==> src/rtl/debnc_pkg.sv <==
// rtl/debnc_pkg.sv - shared state encoding and constants for the switch debouncer
package debnc_pkg;

  typedef enum logic [1:0] {
    LO      = 2'd0,
    WAIT_HI = 2'd1,
    HI      = 2'd2,
    WAIT_LO = 2'd3
  } debnc_state_t;

  localparam int DEBNC_SYNC_STAGES = 2;

endpackage

==> src/rtl/debnc_chan.sv <==
// rtl/debnc_chan.sv - one debounce channel: synchroniser, qualification FSM, strobes
// Optional hold/long-press counter built when DEBNC_LONGPRESS_EN is defined.
module debnc_chan
  import debnc_pkg::*;
#(
  parameter int STABLE_CNT = 100000,
  parameter int LONG_CNT   = 50000000
) (
  input  logic clk,
  input  logic rst_n,
  input  logic sw,
  output logic db,
  output logic rise,
  output logic fall,
  output logic long_press
);

  localparam int CW = (STABLE_CNT > 2) ? $clog2(STABLE_CNT) : 1;
  localparam logic [CW-1:0] CNT_MAX = CW'(STABLE_CNT - 1);

  logic [DEBNC_SYNC_STAGES-1:0] sync_q, sync_d;
  debnc_state_t                 state_q, state_d;
  logic [CW-1:0]                cnt_q, cnt_d;
  logic                         db_q, db_d;
  logic                         rise_q, rise_d;
  logic                         fall_q, fall_d;
  logic                         s;

  assign sync_d = {sync_q[DEBNC_SYNC_STAGES-2:0], sw};
  assign s      = sync_q[DEBNC_SYNC_STAGES-1];

  always_comb begin
    state_d = state_q;
    cnt_d   = cnt_q;
    db_d    = db_q;
    rise_d  = 1'b0;
    fall_d  = 1'b0;
    case (state_q)
      LO: begin
        if (s) begin
          state_d = WAIT_HI;
          cnt_d   = '0;
        end
      end
      WAIT_HI: begin
        if (!s) begin
          state_d = LO;
        end else if (cnt_q == CNT_MAX) begin
          state_d = HI;
          db_d    = 1'b1;
          rise_d  = 1'b1;
        end else begin
          cnt_d = cnt_q + 1'b1;
        end
      end
      HI: begin
        if (!s) begin
          state_d = WAIT_LO;
          cnt_d   = '0;
        end
      end
      WAIT_LO: begin
        if (s) begin
          state_d = HI;
        end else if (cnt_q == CNT_MAX) begin
          state_d = LO;
          db_d    = 1'b0;
          fall_d  = 1'b1;
        end else begin
          cnt_d = cnt_q + 1'b1;
        end
      end
      default: state_d = LO;
    endcase
  end

  always_ff @(posedge clk or negedge rst_n) begin
    if (!rst_n) begin
      sync_q  <= '0;
      state_q <= LO;
      cnt_q   <= '0;
      db_q    <= 1'b0;
      rise_q  <= 1'b0;
      fall_q  <= 1'b0;
    end else begin
      sync_q  <= sync_d;
      state_q <= state_d;
      cnt_q   <= cnt_d;
      db_q    <= db_d;
      rise_q  <= rise_d;
      fall_q  <= fall_d;
    end
  end

  assign db   = db_q;
  assign rise = rise_q;
  assign fall = fall_q;

`ifdef DEBNC_LONGPRESS_EN
  localparam int HW = (LONG_CNT > 2) ? $clog2(LONG_CNT) : 1;
  localparam logic [HW-1:0] HOLD_MAX = HW'(LONG_CNT - 1);

  logic [HW-1:0] hold_q, hold_d;
  logic          lp_done_q, lp_done_d;
  logic          lp_q, lp_d;

  // A bounce back from WAIT_LO to HI keeps the running hold count.
  always_comb begin
    hold_d    = hold_q;
    lp_done_d = lp_done_q;
    lp_d      = 1'b0;
    if (state_q == WAIT_HI && state_d == HI) begin
      hold_d    = '0;
      lp_done_d = 1'b0;
    end else if (state_q == HI) begin
      if (hold_q == HOLD_MAX) begin
        if (!lp_done_q) begin
          lp_d      = 1'b1;
          lp_done_d = 1'b1;
        end
      end else begin
        hold_d = hold_q + 1'b1;
      end
    end else if (state_q == WAIT_LO && state_d == LO) begin
      hold_d    = '0;
      lp_done_d = 1'b0;
    end
  end

  always_ff @(posedge clk or negedge rst_n) begin
    if (!rst_n) begin
      hold_q    <= '0;
      lp_done_q <= 1'b0;
      lp_q      <= 1'b0;
    end else begin
      hold_q    <= hold_d;
      lp_done_q <= lp_done_d;
      lp_q      <= lp_d;
    end
  end

  assign long_press = lp_q;
`else
  assign long_press = 1'b0;
`endif

endmodule

==> src/rtl/debnc_multi.sv <==
// rtl/debnc_multi.sv - N-channel switch debouncer with rise/fall strobes
// Long-press strobes are built only when DEBNC_LONGPRESS_EN is defined.
module debnc_multi
  import debnc_pkg::*;
#(
  parameter int N_CH       = 4,
  parameter int STABLE_CNT = 100000,
  parameter int LONG_CNT   = 50000000
) (
  input  logic            clk,
  input  logic            rst_n,
  input  logic [N_CH-1:0] sw,
  output logic [N_CH-1:0] db,
  output logic [N_CH-1:0] rise,
  output logic [N_CH-1:0] fall,
  output logic [N_CH-1:0] long_press
);

  for (genvar i = 0; i < N_CH; i++) begin : g_ch
    debnc_chan #(
      .STABLE_CNT(STABLE_CNT),
      .LONG_CNT  (LONG_CNT)
    ) u_chan (
      .clk       (clk),
      .rst_n     (rst_n),
      .sw        (sw[i]),
      .db        (db[i]),
      .rise      (rise[i]),
      .fall      (fall[i]),
      .long_press(long_press[i])
    );
  end

endmodule

==> config.mk <==
export PLATFORM = sky130hd
export DESIGN_NAME = debnc_multi
export DESIGN_NICKNAME = d
export VERILOG_FILES = /design/src/rtl/debnc_pkg.sv /design/src/rtl/debnc_chan.sv /design/src/rtl/debnc_multi.sv
export SDC_FILE = /design/constraint.sdc
export NUM_CORES = 1
export LEC_CHECK = 0
export ABC_AREA = 1
export BUFFER_PORTS_ARGS = -buffer_cell sky130_fd_sc_hd__buf_4
export CAP_MARGIN = 40
export CORE_UTILIZATION = 35
export CTS_CLUSTER_DIAMETER = 200
export CTS_CLUSTER_SIZE = 30
export DETAILED_ROUTE_END_ITERATION = 6
export PLACE_DENSITY = 0.53
export SYNTH_ARGS = -nofsm -noshare
export SYNTH_HDL_FRONTEND = slang
export SYNTH_SLANG_ARGS = --single-unit
==> constraint.sdc <==
create_clock -name clk -period 2.95 [get_ports clk]
set_input_delay 0.4425 -clock clk [delete_from_list [all_inputs] [get_ports clk]]
set_output_delay 0.4425 -clock clk [all_outputs]
set_load 0.005 [all_outputs]
### After elaboration in Yosys (flattened, before gate mapping)

Index checks and enable logic that the tools add are counted.

| storage, ports and cells | value |
|---|---|
| flip-flop bits (word level) | 96 |
| input port bits | 6 |
| output and inout port bits | 16 |
| word-level logic and storage cells | 188 |

| operators by class | value |
|---|---|
| add/subtract/negate cells | 4 |
| equality and inequality tests | 48 |
| muxes and demuxes | 92 |
| reductions and logical operators | 20 |

Operators with widths:

| cell | count |
|---|---|
| $mux 17 | 20 |
| $pmux 17 s4 | 4 |
| $add 17x1->17 const B | 4 |
| $eq 17x17->1 const B | 4 |
| $mux 2 | 24 |
| $mux 1 | 36 |
| $ne 2x1->1 const B | 16 |
| $pmux 2 s4 | 4 |
| $reduce_and 4->1 | 8 |
| $reduce_and 5->1 | 4 |
| $eq 2x2->1 const B | 8 |
| $ne 2x2->1 const B | 8 |
| $ne 3x1->1 const B | 4 |
| $ne 3x3->1 const B | 4 |
| $eq 2x1->1 const B | 4 |
| $logic_not 2->1 | 4 |
| $pmux 1 s2 | 4 |
| $reduce_bool 2->1 | 4 |

### Logic depth before layout (Yosys ltp)

| depth | value |
|---|---|
| depth in word-level cells | 4 |
| mapped depth | 10 |
| depth with buffers taken out | 10 |

### By module

From an unflattened synthesis, not the netlist that was laid out.

| second synthesis, totals | value |
|---|---|
| cells, all modules | 756 |
| area, all modules | 5788.1 sq um |

By module, submodules not included:

| module | times used | cells each | area each (sq um) |
|---|---|---|---|
| debnc_chan at g_ch[0].u_chan ... | 3 | 185 | 1438.9 |
| debnc_chan at g_ch[3].u_chan | 1 | 201 | 1471.4 |

### Least setup slack after synthesis

No wires, ideal clock.

| timing | value |
|---|---|
| path kind | flip-flop to flip-flop |
| start | register g_ch[3].u_chan.cnt_q[0] |
| end | register g_ch[3].u_chan.cnt_q[11] |
| setup time | 0.126 ns |
| arrival | 1.304 ns |
| data required time | 2.824 ns |
| path slack | 1.520 ns |
| stages on the path, launching flop included | 10 |
| period minus slack after synthesis | 1.430 ns |
| cells stage by stage | dfrtp_1 ha_1 inv_1 nor2_4 nand3_2 inv_1 nand2_2 nand2_2 buf_4 o21ai_0 |

| on the way | value |
|---|---|
| word-level cells in the longest chain between the ends | 4 |
| elaborated cells on any way between the ends | 6 |
| classes of those cells | 1 x add/sub; 1 x eq/ne; 4 x mux |

RTL lines:

| item | line | RTL |
|---|---|---|
| start, declared | debnc_chan.sv:23 | `logic [CW-1:0] cnt_q, cnt_d;` |
| start signal, assigned | debnc_chan.sv:88 | `cnt_q <= cnt_d;` |
| $add 17x1->17 or $eq 17x17->1 (tied branches) | -- |  |
| $mux 17 (*) | debnc_chan.sv:48, debnc_chan.sv:65 |  |
| $mux 17, on equally long branches | debnc_chan.sv:63, debnc_chan.sv:46 |  |
| $pmux 17 s4 (*) | debnc_chan.sv:38 | `case (state_q)` |

Mark *: on every way between the ends. The rest lies on a longest branch, timed or not. The select of a mux whose other input is x is not followed.
A chain may end at the register's enable or synchronous reset.

### Worst setup path in the final report

| timing | value |
|---|---|
| start | register g_ch[0].u_chan.cnt_q[0] |
| end | register g_ch[0].u_chan.cnt_q[15] |

| on the way | value |
|---|---|
| word-level cells in the longest chain between the ends | 4 |
| elaborated cells on any way between the ends | 6 |
| classes of those cells | 1 x add/sub; 1 x eq/ne; 4 x mux |

RTL lines:

| item | line |
|---|---|
| start, declared | debnc_chan.sv:23 |
| start signal, assigned | debnc_chan.sv:88 |
| $add 17x1->17 or $eq 17x17->1 (tied branches) | -- |
| $mux 17 (*) | debnc_chan.sv:48, debnc_chan.sv:65 |
| $mux 17, on equally long branches | debnc_chan.sv:63, debnc_chan.sv:46 |
| $pmux 17 s4 (*) | debnc_chan.sv:38 |

Marks and branches as above.

==> metrics <==
Data required, critical path=approximately 3.2 ns; Hold WC Path Type=input pin to async pin; area of the die=approximately 17000 um2; drt total wl=between 10000 and 15000 um; commonest non-fill, non-tap cell in the layout=sky130_fd_sc_hd__nand2_1; clock-pin transition on the worst setup and hold timing paths=approximately 0.070 ns; fraction of the cycle the final worst path needs=roughly two thirds; final critical path time including I/O delays and setup=about 2.0 ns; global-route wire length before repair=around 21000 um; first drt pass iteration count=6; initial standard-cell utilization of the core=a little over a third; finished layout cell area=6240 um2; commonest non-fill, non-tap cells in the layout=241 x sky130_fd_sc_hd__nand2_1, 104 x sky130_fd_sc_hd__nor2_1, 102 x sky130_fd_sc_hd__inv_1; ratio of total power to cell area=between 400 and 500 nW/um2; total track usage=16.10%; data arrival time of the worst path=around 2.2 ns; clock buffer count from CTS=9; final routed wire length divided by cell count=around 12 um; number of slew-limit violations in the final report=0; Antenna Nets Post-Route=0; fraction of the yosys area taken by sequential cells=a little over two fifths; number of vias in the routed layout=slightly below 5000; Synth-to-Final Area Change=9.005%; most frequent cell on the critical path=sky130_fd_sc_hd__nand2_1; I/O Pins=22; peak fanout along the critical path=17; number of design rule violations left after detail routing=0; post-synthesis instance total=just over 800; Synth warnings=0; post-synthesis instance area=approximately 5700 um2; Critical Path Start=g_ch[0].u_chan.cnt_q[0]$_DFFE_PN0P_; via count of the first global-routing pass=around 4400; worst ir drop on vdd=roughly 0.28 mV; final clock skew=a little under 0.006 ns; standard cell area after detailed placement=~6000 um2; launching element type of the critical path=flop; number of standard-cell rows in the floorplan=46; r2r startpoint=g_ch[0].u_chan.cnt_q[0]$_DFFE_PN0P_; type of element capturing the critical path=flop; number of DRC violations after detailed-routing iteration 0=approximately 430; slew margin rel.=53.04%; slowest CP cell=sky130_fd_sc_hd__dfrtp_1; final hold vios=0; Slew @ Worst Pin=about 0.70 ns; met2 capacity usage during global routing=25.10%; synthesized area divided by synthesized cell count=~7 um2; area share of the largest cell type after synthesis=roughly two fifths; depth of the CTS H-tree=3; cells resized by post-CTS repair=0; Root Driver=sky130_fd_sc_hd__clkbuf_16; routed via count divided by cell count=between 4 and 5; largest area contributor in the netlist=sky130_fd_sc_hd__dfrtp_1; initial antenna violation count=0; worst-path cell chain=ha_1, nand2_1, nor2_2, nand3_1, nand2_1, buf_4, o21ai_0; TritonCTS clock tree=yes; met3 track demand over resource=4.510%; Largest stage delay, worst path=approximately 0.44 ns; gp weighted congestion=between 0.8 and 0.9; placeable core region=roughly 16000 um2; Final setup violation count=0; sum of negative setup slack=0 ns; #FFs+latches synth=96; met1 usage=~22%; Layout Utilization=between 30% and 40%; unrepaired setup endpoints after global routing=false; # nets final=roughly 830; floorplan die width=roughly 130 um; overflow left after global routing=0; DP HPWL=roughly 8900 um; die extent in y=between 100 and 150 um; run status=finished clean; Fmax=around 0.50 GHz; final-layout fill cell count=roughly 1700; post-synth cell types=26; Max clock buf depth=2; Static Leak=roughly 2.8 nW; cell types with the largest area share after synthesis=sky130_fd_sc_hd__dfrtp_1 42%, sky130_fd_sc_hd__nand2_1 16%, sky130_fd_sc_hd__nand3_1 7.6%; diode count=0; layout cell share with drive strength beyond 1=about 6.9%; class of the most critical setup path=flop to flop; number of port buffers=17; Setup Fix Bufs, Post-CTS=0; count of maximum capacitance violations=0; number of buffers inserted for hold repair after clock tree synthesis=0; insertion delay of the later-clocked pin in the worst-skew pair=0.36 ns; highest-utilization routing layer at the global route stage=met2; largest net degree at the start of global routing=55; count of clock tree sinks=96
-- final timing paths --
path,end,slack [ns],cells past startpoint
setup / recovery,g_ch[0].u_chan.cnt_q[15]$_DFFE_PN0P_,0.94,7
hold / removal,g_ch[0].u_chan.cnt_q[5]$_DFFE_PN0P_,0.13,1
setup reg to reg,g_ch[0].u_chan.cnt_q[15]$_DFFE_PN0P_,0.94,7
hold reg to reg,g_ch[0].u_chan.sync_q[1]$_DFF_PN0_,0.36,0
max in group asynchronous,g_ch[1].u_chan.cnt_q[11]$_DFFE_PN0P_,2.13,2
min in group clk,g_ch[2].u_chan.sync_q[0]$_DFF_PN0_,0.19,1
-- registers in the layout, indices dropped and copies added, names as in the netlist, named ones only --
register / flops
g_ch.u_chan.db: 4
g_ch.u_chan.fall: 4
g_ch.u_chan.rise: 4
g_ch.u_chan.state_q: 4
g_ch.u_chan.sync_q: 8
g_ch.u_chan.cnt_q: 68
-- worst max-delay path: cells and delay by family, from the launching register on --
kind            cells  cell delay [ns]
simple gates        4             0.83
flops               1             0.44
buf+inv             1             0.28
fa+ha+maj           1             0.22
compound gates      1             0.11
-- Yosys cell counts --
cell type	instances
sky130_fd_sc_hd__nand4_1	24
sky130_fd_sc_hd__buf_4	25
sky130_fd_sc_hd__clkbuf_1	4
sky130_fd_sc_hd__xor2_1	15
sky130_fd_sc_hd__inv_1	102
sky130_fd_sc_hd__buf_2	3
sky130_fd_sc_hd__nor2b_1	1
sky130_fd_sc_hd__nor2_4	3
sky130_fd_sc_hd__a21oi_1	2
sky130_fd_sc_hd__nand2_1	241
sky130_fd_sc_hd__o211ai_1	1
sky130_fd_sc_hd__ha_1	4
sky130_fd_sc_hd__nor3_1	3
sky130_fd_sc_hd__buf_6	2
sky130_fd_sc_hd__o21bai_1	7
sky130_fd_sc_hd__or2_2	6
sky130_fd_sc_hd__dfrtp_1	96
sky130_fd_sc_hd__nand3b_1	1
sky130_fd_sc_hd__nand3_1	87
sky130_fd_sc_hd__o21ai_1	17
sky130_fd_sc_hd__nand3_2	3
sky130_fd_sc_hd__nor2_2	1
sky130_fd_sc_hd__o21ai_0	62
sky130_fd_sc_hd__nand2_2	5
sky130_fd_sc_hd__conb_1	1
sky130_fd_sc_hd__nor2_1	104
-- area by class of cell --
type                    count  area, um2  area share, %
well taps                 216      270.3          4.331
repair buffers             24      192.7          3.088
inverters                 102      382.9          6.136
multi-input cells         591       2710          43.43
clock buffers              10      229.0          3.670
clock inverters             6      52.55         0.8422
flip-flops and latches     96       2402          38.50
-- kinds of logic after synthesis --
logic type      count (synthesis)  share of synthesized area (%)
simple gates                  479                          35.78
buf+inv                       136                          10.89
flops                          96                          41.97
compound gates                 89                          8.131
xor+xnor                       15                          2.295
fa+ha+maj                       4                         0.8744
other cells                     1                        0.06551
-- per-stage QoR --
stage | setup slack [ns] | hold WS [ns] | total power, mW | cells
finish | 0.9434 | 0.1257 | 2.654 | 1045
global route | 0.7324 | 0.1760 | 2.785 | 1045
CTS | 0.9167 | 0.1566 | 2.717 | 1045
detailed placement | 0.9484 | 0.3477 | 1.542 | 1029
global placement | 1.005 | 0.3381 | 1.541 | 1029
floorplan | 1.520 | 0.1469 | 1.486 | 823
-- per-layer routing --
metal	part of all wire [%]	wire length, um
met2	44	5390
met5	0	0
met3	3.6	448
met1	52	6341
met4	0.96	118
-- power by group --
| part | total, mW | switching [mW] | internal [mW] |
|---|---|---|---|
| combinational | 0.138 | 0.0971 | 0.0409 |
| sequential | 1.37 | 0.0297 | 1.34 |
| clock | 1.14 | 0.557 | 0.586 |
No activity file was read; power rests on OpenSTA's default activity.
